**config.mk**
```make
export PLATFORM = sky130hd
export DESIGN_NAME = mips32_fetch_stage_flat
export DESIGN_NICKNAME = d
export VERILOG_FILES = /design/src/rtl/mips32_pkg.sv /design/src/rtl/mips32_fetch_stage_if.sv /design/src/rtl/mips32_fetch_fifo.sv /design/src/rtl/mips32_fetch_stage.sv /design/src/flat_wrapper.sv
export SDC_FILE = /design/constraint.sdc
export NUM_CORES = 1
export LEC_CHECK = 0
export BUFFER_PORTS_ARGS = -buffer_cell sky130_fd_sc_hd__buf_4
export CORE_MARGIN = 2
export CORE_UTILIZATION = 61
export CTS_CLUSTER_SIZE = 20
export DETAILED_ROUTE_END_ITERATION = 7
export GPL_ROUTABILITY_DRIVEN = 0
export PLACE_DENSITY = 0.88
export SLEW_MARGIN = 15
export SYNTH_ARGS = -nofsm -noshare
export SYNTH_HDL_FRONTEND = slang
export SYNTH_HIERARCHICAL = 1
export SYNTH_SLANG_ARGS = --single-unit
```
**constraint.sdc**
```tcl
create_clock -name clk1 -period 18.15 [get_ports clk1]
set_input_delay 3.63 -clock clk1 [delete_from_list [all_inputs] [get_ports clk1]]
set_output_delay 3.63 -clock clk1 [all_outputs]
set_load 0.005 [all_outputs]
```
**src/rtl/mips32_pkg.sv**
```systemverilog
// Shared MIPS32 pipeline definitions: opcodes, instruction type codes and field positions.
package mips32_pkg;

  localparam int WORD_W  = 32;
  localparam int OPC_MSB = 31;
  localparam int OPC_LSB = 26;

  typedef enum logic [5:0] {
    ADD   = 6'b000000,
    SUB   = 6'b000001,
    AND   = 6'b000010,
    OR    = 6'b000011,
    SLT   = 6'b000100,
    MUL   = 6'b000101,
    LW    = 6'b001000,
    SW    = 6'b001001,
    ADDI  = 6'b001010,
    SUBI  = 6'b001011,
    SLTI  = 6'b001100,
    BNEQZ = 6'b001101,
    BEQZ  = 6'b001110,
    HLT   = 6'b111111
  } opcode_e;

  typedef enum logic [2:0] {
    RR_ALU = 3'd0,
    RM_ALU = 3'd1,
    LOAD   = 3'd2,
    STORE  = 3'd3,
    BRANCH = 3'd4,
    HALT   = 3'd5
  } itype_e;

  typedef enum logic [1:0] {
    RUN    = 2'd0,
    STOP   = 2'd1,
    HALTED = 2'd2
  } fetch_state_e;

  function automatic logic is_hlt(input logic [WORD_W-1:0] w);
    return w[OPC_MSB:OPC_LSB] == HLT;
  endfunction

endpackage

```
**src/rtl/mips32_fetch_stage_if.sv**
```systemverilog
// Instruction-memory read port between the fetch stage (master) and the memory (slave).
interface mips32_fetch_stage_if
  import mips32_pkg::*;
#(
  parameter int IMEM_AW = 10
);
  logic               imem_req;
  logic [IMEM_AW-1:0] imem_addr;
  logic               imem_rvalid;
  logic [WORD_W-1:0]  imem_rdata;

  modport master (output imem_req, imem_addr, input imem_rvalid, imem_rdata);
  modport slave  (input imem_req, imem_addr, output imem_rvalid, imem_rdata);
endinterface

```
**src/rtl/mips32_fetch_fifo.sv**
```systemverilog
// Small synchronous queue holding {instruction, next-PC} pairs between IF and ID.
module mips32_fetch_fifo #(
  parameter int DEPTH = 2,
  parameter int WIDTH = 64,
  localparam int PTR_W = $clog2(DEPTH),
  localparam int CNT_W = PTR_W + 1
) (
  input  logic             clk,
  input  logic             rst_n,
  input  logic             push_i,
  input  logic             pop_i,
  input  logic             flush_i,
  input  logic [WIDTH-1:0] wdata_i,
  output logic [WIDTH-1:0] head_o,
  output logic [CNT_W-1:0] count_o
);
  logic [WIDTH-1:0] mem_q [DEPTH];
  logic [PTR_W-1:0] rd_q, rd_d, wr_q, wr_d;
  logic [CNT_W-1:0] cnt_q, cnt_d;
  logic             do_push, do_pop;

  assign do_push = push_i && (cnt_q != CNT_W'(DEPTH));
  assign do_pop  = pop_i && (cnt_q != '0);

  // Pointers wrap naturally because DEPTH is a power of two.
  always_comb begin
    rd_d  = rd_q;
    wr_d  = wr_q;
    cnt_d = cnt_q;
    if (flush_i) begin
      rd_d  = '0;
      wr_d  = '0;
      cnt_d = '0;
    end else begin
      if (do_push) wr_d = wr_q + PTR_W'(1);
      if (do_pop)  rd_d = rd_q + PTR_W'(1);
      cnt_d = cnt_q + CNT_W'(do_push) - CNT_W'(do_pop);
    end
  end

  always_ff @(posedge clk or negedge rst_n) begin
    if (!rst_n) begin
      rd_q  <= '0;
      wr_q  <= '0;
      cnt_q <= '0;
    end else begin
      rd_q  <= rd_d;
      wr_q  <= wr_d;
      cnt_q <= cnt_d;
    end
  end

  always_ff @(posedge clk) begin
    if (do_push && !flush_i) mem_q[wr_q] <= wdata_i;
  end

  assign head_o  = mem_q[rd_q];
  assign count_o = cnt_q;

endmodule

```
**src/rtl/mips32_fetch_stage.sv**
```systemverilog
// MIPS32 IF stage: owns the PC, issues single-outstanding instruction reads and
// queues returned words for ID, with branch redirect and HLT handling.
module mips32_fetch_stage
  import mips32_pkg::*;
#(
  parameter logic [WORD_W-1:0] RESET_PC = 32'h0000_0000,
  parameter int                IMEM_AW  = 10,
  parameter int                DEPTH    = 2
) (
  input  logic                 clk1,
  input  logic                 rst_n,
  mips32_fetch_stage_if.master imem,
  input  logic                 br_taken,
  input  logic [WORD_W-1:0]    br_target,
  input  logic                 id_ready,
  output logic                 if_id_valid,
  output logic [WORD_W-1:0]    if_id_ir,
  output logic [WORD_W-1:0]    if_id_npc,
  output logic                 halted
);
  localparam int CNT_W = $clog2(DEPTH) + 1;
  localparam int OCC_W = CNT_W + 1;

  fetch_state_e        state_q, state_d;
  logic [WORD_W-1:0]   pc_q, pc_d, req_npc_q, req_npc_d;
  logic                outst_q, outst_d, drop_q, drop_d;
  logic                hlt_seen_q, hlt_seen_d, halted_q, halted_d;
  logic [CNT_W-1:0]    count;
  logic [2*WORD_W-1:0] head;
  logic [OCC_W-1:0]    occ;
  logic                redirect, rsp, push, pop, push_hlt, pop_hlt, issue;

  mips32_fetch_fifo #(.DEPTH(DEPTH), .WIDTH(2*WORD_W)) u_fifo (
    .clk     (clk1),
    .rst_n   (rst_n),
    .push_i  (push),
    .pop_i   (pop),
    .flush_i (redirect),
    .wdata_i ({imem.imem_rdata, req_npc_q}),
    .head_o  (head),
    .count_o (count)
  );

  assign if_id_valid    = (count != '0) && (state_q != HALTED);
  assign if_id_ir       = if_id_valid ? head[2*WORD_W-1:WORD_W] : '0;
  assign if_id_npc      = if_id_valid ? head[WORD_W-1:0] : '0;
  assign halted         = halted_q;
  assign imem.imem_req  = issue;
  assign imem.imem_addr = pc_q[IMEM_AW-1:0];

  always_comb begin
    redirect = br_taken && (state_q != HALTED);
    rsp      = imem.imem_rvalid && outst_q;
    push     = rsp && !drop_q && !redirect && (state_q != HALTED);
    push_hlt = push && is_hlt(imem.imem_rdata);
    pop      = if_id_valid && id_ready && !redirect;
    pop_hlt  = pop && is_hlt(head[2*WORD_W-1:WORD_W]);
    // Occupancy credits this cycle's pop so latency-1 memory sustains one word per cycle.
    occ      = OCC_W'(count) + OCC_W'(outst_q) - OCC_W'(pop);
    issue    = rst_n && (state_q == RUN) && !hlt_seen_q && !redirect && !push_hlt &&
               (!outst_q || imem.imem_rvalid) && (occ < OCC_W'(DEPTH));

    state_d    = state_q;
    pc_d       = pc_q;
    req_npc_d  = req_npc_q;
    outst_d    = issue ? 1'b1 : (imem.imem_rvalid ? 1'b0 : outst_q);
    drop_d     = (rsp && drop_q) ? 1'b0 : drop_q;
    hlt_seen_d = hlt_seen_q;
    halted_d   = halted_q;

    if (issue) begin
      pc_d      = pc_q + 32'd1;
      req_npc_d = pc_q + 32'd1;
    end

    if (redirect) begin
      pc_d       = br_target;
      hlt_seen_d = 1'b0;
      state_d    = RUN;
      if (outst_q && !imem.imem_rvalid) drop_d = 1'b1;
    end else begin
      if (push_hlt) begin
        hlt_seen_d = 1'b1;
        state_d    = STOP;
      end
      if (pop_hlt) begin
        halted_d = 1'b1;
        state_d  = HALTED;
      end
    end
  end

  always_ff @(posedge clk1 or negedge rst_n) begin
    if (!rst_n) begin
      state_q    <= RUN;
      pc_q       <= RESET_PC;
      req_npc_q  <= '0;
      outst_q    <= 1'b0;
      drop_q     <= 1'b0;
      hlt_seen_q <= 1'b0;
      halted_q   <= 1'b0;
    end else begin
      state_q    <= state_d;
      pc_q       <= pc_d;
      req_npc_q  <= req_npc_d;
      outst_q    <= outst_d;
      drop_q     <= drop_d;
      hlt_seen_q <= hlt_seen_d;
      halted_q   <= halted_d;
    end
  end

endmodule

```
**src/flat_wrapper.sv**
```systemverilog
// flat-port wrapper written by rule: the top's interface ports become plain ports
module mips32_fetch_stage_flat import mips32_pkg::*;
#(
  parameter logic [WORD_W-1:0] RESET_PC = 32'h0000_0000,
  parameter int                IMEM_AW  = 10,
  parameter int                DEPTH    = 2
)
  (clk1, rst_n, br_taken, br_target, id_ready, if_id_valid, if_id_ir, if_id_npc, halted, imem_imem_req, imem_imem_addr, imem_imem_rvalid, imem_imem_rdata);
  mips32_fetch_stage_if #(.IMEM_AW(IMEM_AW)) imem_i ();
  input  logic clk1;
  input  logic rst_n;
  input  logic br_taken;
  input  logic [WORD_W-1:0] br_target;
  input  logic id_ready;
  output logic if_id_valid;
  output logic [WORD_W-1:0] if_id_ir;
  output logic [WORD_W-1:0] if_id_npc;
  output logic halted;
  output wire logic [$bits(imem_i.imem_req)-1:0] imem_imem_req;
  output wire logic [$bits(imem_i.imem_addr)-1:0] imem_imem_addr;
  input wire logic [$bits(imem_i.imem_rvalid)-1:0] imem_imem_rvalid;
  input wire logic [$bits(imem_i.imem_rdata)-1:0] imem_imem_rdata;
  assign imem_imem_req = imem_i.imem_req;
  assign imem_imem_addr = imem_i.imem_addr;
  assign imem_i.imem_rvalid = imem_imem_rvalid;
  assign imem_i.imem_rdata = imem_imem_rdata;
  mips32_fetch_stage #(.RESET_PC(RESET_PC), .IMEM_AW(IMEM_AW), .DEPTH(DEPTH)) u_core (.clk1(clk1), .rst_n(rst_n), .imem(imem_i), .br_taken(br_taken), .br_target(br_target), .id_ready(id_ready), .if_id_valid(if_id_valid), .if_id_ir(if_id_ir), .if_id_npc(if_id_npc), .halted(halted));
endmodule
```
After elaboration in Yosys (flattened, before gate mapping)
Memory sizes are Yosys's and may differ from the RTL's.
Index checks and enable logic that the tools add are counted.
{"block": "totals", "reg_bits": 74, "ramBits": 128, "output_inout_bits": 77, "n_memories": 1}
{"name": "u_core.u_fifo.mem_q", "words": 2, "width": 64, "read_ports": 1, "rd_ports_with_merged_regs": 0, "write_ports": 1, "line_no": "mips32_fetch_fifo.sv:17", "rtl": "logic [WIDTH-1:0] mem_q [DEPTH];"}
{"block": "classes", "add_sub_neg": 7, "n_lt_le_gt_ge": 1, "n_eq_ne": 4, "mux": 21, "bitwise": 1, "reduce_logical": 37}
{"cell": "$mux W32", "count": 4}
{"cell": "$add A32 B1 Y32 const B", "count": 1}
{"cell": "$logic_and A1 B1 Y1", "count": 21}
{"cell": "$mux W1", "count": 13}
{"cell": "$eq A6 B6 Y1 const B", "count": 2}
{"cell": "$reduce_bool A2 Y1", "count": 6}
{"cell": "$mux W2", "count": 4}
{"cell": "$logic_not A1 Y1", "count": 6}
{"cell": "$ne A2 B2 Y1 const B", "count": 2}
{"cell": "$add A2 B1 Y3", "count": 1}
{"cell": "$lt A3 B2 Y1 const B", "count": 1}
{"cell": "$reduce_bool A3 Y1", "count": 1}
{"cell": "$sub A3 B1 Y3", "count": 1}
{"cell": "$add A1 B1 Y1 const B", "count": 2}
{"cell": "$add A2 B1 Y2", "count": 1}
{"cell": "$logic_not A2 Y1", "count": 1}
{"cell": "$reduce_and A2 Y1", "count": 1}
{"cell": "$sub A2 B1 Y2", "count": 1}
{"cell": "$logic_or A1 B1 Y1", "count": 1}
{"cell": "$not A1 Y1", "count": 1}

Logic depth before layout (Yosys ltp)
{"block": "logic_depth", "depth_word": 12, "depth_mapped": 15, "depth_no_buf": 12}

By module
Netlist, hierarchy kept.
{"module": "mips32_fetch_fifo", "n_inst": 1, "cells_each": 220, "area_per_inst_um2": 5047.3}
{"module": "mips32_fetch_stage", "n_inst": 1, "cells_each": 470, "area_per_inst_um2": 4150.2}

Worst setup path before layout
OpenSTA, ideal clock, no wires.
{"block": "synth_timing", "path_type": "in2out", "startpoint": "in br_taken", "endpoint": "out imem_imem_req", "arrival_time_ps": 5737, "setup_slack_ps": 8783, "stages": 11, "n_path_buf": 2, "cell_sequence": "inv_1 > and3_1 > ha_1 > nand2b_1 > fa_1 > xnor2_1 > nand4_1 > or3_1 > clkbuf_1 > inv_1 > buf_2"}
{"element": "start, declared", "line_no": "flat_wrapper.sv:12", "rtl": "input logic br_taken;"}
{"element": "$logic_and A1 B1 Y1", "line_no": "mips32_fetch_stage.sv:52", "rtl": "redirect = br_taken && (state_q != HALTED);"}
{"element": "$logic_not A1 Y1", "line_no": "mips32_fetch_stage.sv:56", "rtl": "pop = if_id_valid && id_ready && !redirect;"}
{"element": "$logic_and A1 B1 Y1", "line_no": "mips32_fetch_stage.sv:56"}
{"element": "via u_core.pop", "line_no": "mips32_fetch_stage.sv:31", "rtl": "logic redirect, rsp, push, pop, push_hlt, pop_hlt, issue;"}
{"element": "$sub A3 B1 Y3", "line_no": "mips32_fetch_stage.sv:59", "rtl": "occ = OCC_W'(count) + OCC_W'(outst_q) - OCC_W'(pop);"}
{"element": "$lt A3 B2 Y1", "line_no": "mips32_fetch_stage.sv:61", "rtl": "(!outst_q || imem.imem_rvalid) && (occ < OCC_W'(DEPTH));"}
{"element": "$logic_and A1 B1 Y1", "line_no": "mips32_fetch_stage.sv:61"}
{"element": "end, declared", "line_no": "flat_wrapper.sv:19", "rtl": "output wire logic [$bits(imem_i.imem_req)-1:0] imem_imem_req;"}
The timed path passes the listed nets, and every way through them passes these cells.

Final worst setup path
Ends and elaborated chain as after synthesis.

==> flow_summary.yaml <==
global_route:
  grt_max_degree: 99
  overflow: 0
  grt_pass1_vias: 6012
  grt_pass1_wl_mm: 31.0
  track_usage: 0.242
  antenna_found_initial: 0
drt:
  postRouteAntennaNets: 0
  drt-initial-drc-count: 686
  vias: 5983
  drt_first_pass_iters: 5
  drt_wl_total_mm: 19.5
  viasPerCell: 5.91
  wl_per_cell_um: 19.3
  drc_errors: 0
yosys:
  syn_nets: 764
  ys_async_sr_fraction: 0.366
  synthXorXnorAreaFrac: 0.0333
  netlist_area_um2: 9200
  ys_ff_latch: 202
  synth-simple-area-share: 0.124
  synth_top_family_by_area: "simple AND/OR/NAND/NOR gates"
  ys.flop_type: "edfxtp_1"
  synth_edf_count: 128
  ys_warn_count: 6
  avgSynthCellArea_um2: 13.3
  synth.area.mux_share: 0.100
  synth_seq_area_share: 0.619
  yosysUniqueCellTypes: 51
  synth-compound-area-share: 0.0807
  synthAdderAreaFrac: 0.00762
  syn_inst: 690
setup_path:
  cp_num_buf_inv: 4
  worst-setup-path-type: "in2out"
  r2r_end: "u_core/pc_q[22]"
  crit_fanout: 18
  cpLargestDelayFamily: "simple AND/OR/NAND/NOR gates"
  worstSetupEndpoint: "imem_imem_req"
  cp-start-kind: "input pin"
  reg2reg_from: "u_core/state_q[0]"
  path_depth: 11
  r2r_cells: 11
  max_stage_delay_ps: 670
  cp.arrival_ps: 6800
  path_cells: "buf_4, inv_1, and3_1, ha_1, nand2b_1, fa_1, xnor2_1, nand4_1, or3_2, inv_1, buf_4"
  critPathCaptureType: "output pin"
  crit_slowest_cell: "or3_2"
  r2r_slack_ps: 13080
  required_ps: 14520
  cp-startpoint: "br_taken"
floorplanning:
  die_w_um: 127
  initial_core_util: 0.628
  num_rows: 44
  die_h_um: 127
  core_area_um2: 14600
  ios: 146
  die-area_um2: 16100
flow_run:
  drv_cap: 0
timing:
  finalHoldViolations: 0
  tightest_slew_ps: 1150
  fin_hold_ws_ps: 475
  fmax_ghz: 0.0959
  rsz0062_at_grt: "false"
  slew_viol_final: 0
  max_slew_margin: 0.235
  fin_crit_sh: 0.575
  skew_ps: 11.1
  setup_viol: 0
  setup_tns_ps: 0
  min_period_ps: 10430
worst_hold_path:
  hp-class: "reg2reg"
clocking:
  clk_pin_slew_ps: 60
  max-clock-path-buffers: 3
  numCtsBuffers: 20
  root_buffer: "clkbuf_16"
  post-cts-setup-buffers: 0
  clock_sinks: 202
  ctsResizeCount: 0
  ctsHoldBuffers: 0
  cts_tree: "built"
  h-tree-depth: 1
  worstSkewPairLatency_ps: 480
final_layout:
  final_area_um2: 11000
  finish.utilization: 0.750
  regArea_um2: 5700
  nets: 889
  drive_gt1_frac: 0.314
  fillers: 887
  area_growth_pct: 19.4
  multi_input_area_um2: 3200
  antenna_cells: 0
power:
  pwr_density_cell_nw_per_um2: 97.8
  p_int_mw: 0.828
  p_seq_frac: 0.524
  power.share.switching: 0.229
  power.switching_mw: 0.246
  p_leak_nw: 4.41
  power_frac_comb: 0.091
  peakVddDrop_v: 0.0000739
  pwr-share-clk: 0.385
placement:
  port_buffers: 145
  placed_cell_area_um2: 10300
  dp_hpwl_mm: 12.6
outcome:
  status: "complete, no violations"
-- cells in the mapped netlist, drive strengths merged (4+ instances only) --
| library cell | instances | area (um^2) |
|---|---|---|
| nand2b | 4 | 25.0 |
| edfxtp | 128 | 3840 |
| clkbuf | 25 | 93.8 |
| nand3 | 12 | 65.1 |
| a21o | 6 | 45.0 |
| ha | 4 | 50.1 |
| nand4 | 11 | 83.8 |
| nor4 | 7 | 43.8 |
| dfrtp | 74 | 1850 |
| xnor2 | 19 | 166 |
| nand2 | 71 | 267 |
| mux2 | 65 | 920 |
| inv | 13 | 48.8 |
| buf | 24 | 179 |
| o311ai | 32 | 280 |
| a221o | 6 | 60.1 |
| or3 | 4 | 25.0 |
| nor3b | 4 | 30.0 |
| nor3 | 8 | 40.0 |
| a21oi | 5 | 25.0 |
| nor2 | 18 | 67.6 |
| o21ai | 41 | 209 |
| and2 | 64 | 400 |
| xor2 | 16 | 140 |
-- how the worst min path moves through the flow --
stage                     slack [ps]  cells past startpoint                         end            startpoint
after floorplan                  440                      0   u_core/u_fifo/mem_q[0][0]   u_core/req_npc_q[0]
after global placement           450                      0  u_core/u_fifo/mem_q[0][31]  u_core/req_npc_q[31]
after detailed placement         460                      0  u_core/u_fifo/mem_q[1][30]  u_core/req_npc_q[30]
after CTS                        470                      0  u_core/u_fifo/mem_q[0][22]  u_core/req_npc_q[22]
after global routing             490                      0  u_core/u_fifo/mem_q[1][11]  u_core/req_npc_q[11]
final                            470                      0  u_core/u_fifo/mem_q[0][22]  u_core/req_npc_q[22]
-- through the flow --
stage | power [mW] | worst slack (ps) | cells
final | 1.07 | 7720 | 1013
after global routing | 1.12 | 7470 | 1013
after CTS | 1.08 | 7780 | 1013
after detailed placement | 0.668 | 7790 | 977
after global placement | 0.659 | 7910 | 977
after floorplan | 0.619 | 8780 | 690
-- cells in the final DEF (no fill, tap or decap), types with 15 or more instances in the layout --
master,netlist,layout
dfrtp_1,74,73
o311ai_0,32,32
mux2_4,50,50
xor2_1,16,16
o21ai_0,40,40
edfxtp_1,128,128
xnor2_1,19,19
nor2_1,18,18
and2_1,64,64
clkbuf_16,0,21
buf_4,10,152
mux2_2,15,15
nand2_1,71,71
-- power groups by stage --
stage	Clock, mW	Combinational (mW)	Sequential (mW)
floorplan	0	0.0577	0.562
global placement	0	0.0914	0.567
detailed placement	0	0.0961	0.572
CTS	0.419	0.0978	0.563
global route	0.439	0.108	0.568
finish	0.414	0.0973	0.564
-- sequential cells by signal, summed over array words and instances, names as in the netlist --
name                   cells
u_core/u_fifo/wr_q         1
u_core/halted              1
u_core/outst_q             1
u_core/u_fifo/mem_q      128
u_core/req_npc_q          32
u_core/u_fifo/count_o      2
u_core/u_fifo/rd_q         1
u_core/drop_q              1
u_core/hlt_seen_q          1
u_core/pc_q               32
u_core/state_q             2
-- layer usage --
| layer | global-route usage | vias up | routed length (um) | share of wire |
|---|---|---|---|---|
| li1 | - | 2762 | - | - |
| met5 | 0 | - | 0 | 0 |
| met1 | 0.318 | 2877 | 7720 | 0.39 |
| met3 | 0.0401 | 62 | 1430 | 0.073 |
| met2 | 0.417 | 282 | 9880 | 0.51 |
| met4 | 0.0763 | 0 | 521 | 0.027 |
-- layout make-up --
type | count | share of cell area
clock inverter | 6 | 0.00729
tap | 184 | 0.0210
sequential | 202 | 0.519
clock buffer | 30 | 0.0527
timing repair buffer | 152 | 0.104
multi-input combinational | 426 | 0.292
inverter | 13 | 0.00444
-- logic make-up (layout without fill, tap and decap cells) --
| family | count (synthesis) | after routing |
|---|---|---|
| buf+inv | 62 | 201 |
| mux | 65 | 65 |
| simple gates | 216 | 216 |
| compound gates | 105 | 105 |
| flops | 202 | 202 |
| fa+ha+maj | 5 | 5 |
| xor+xnor | 35 | 35 |
Note: power is estimated with default switching activity, not from simulation.
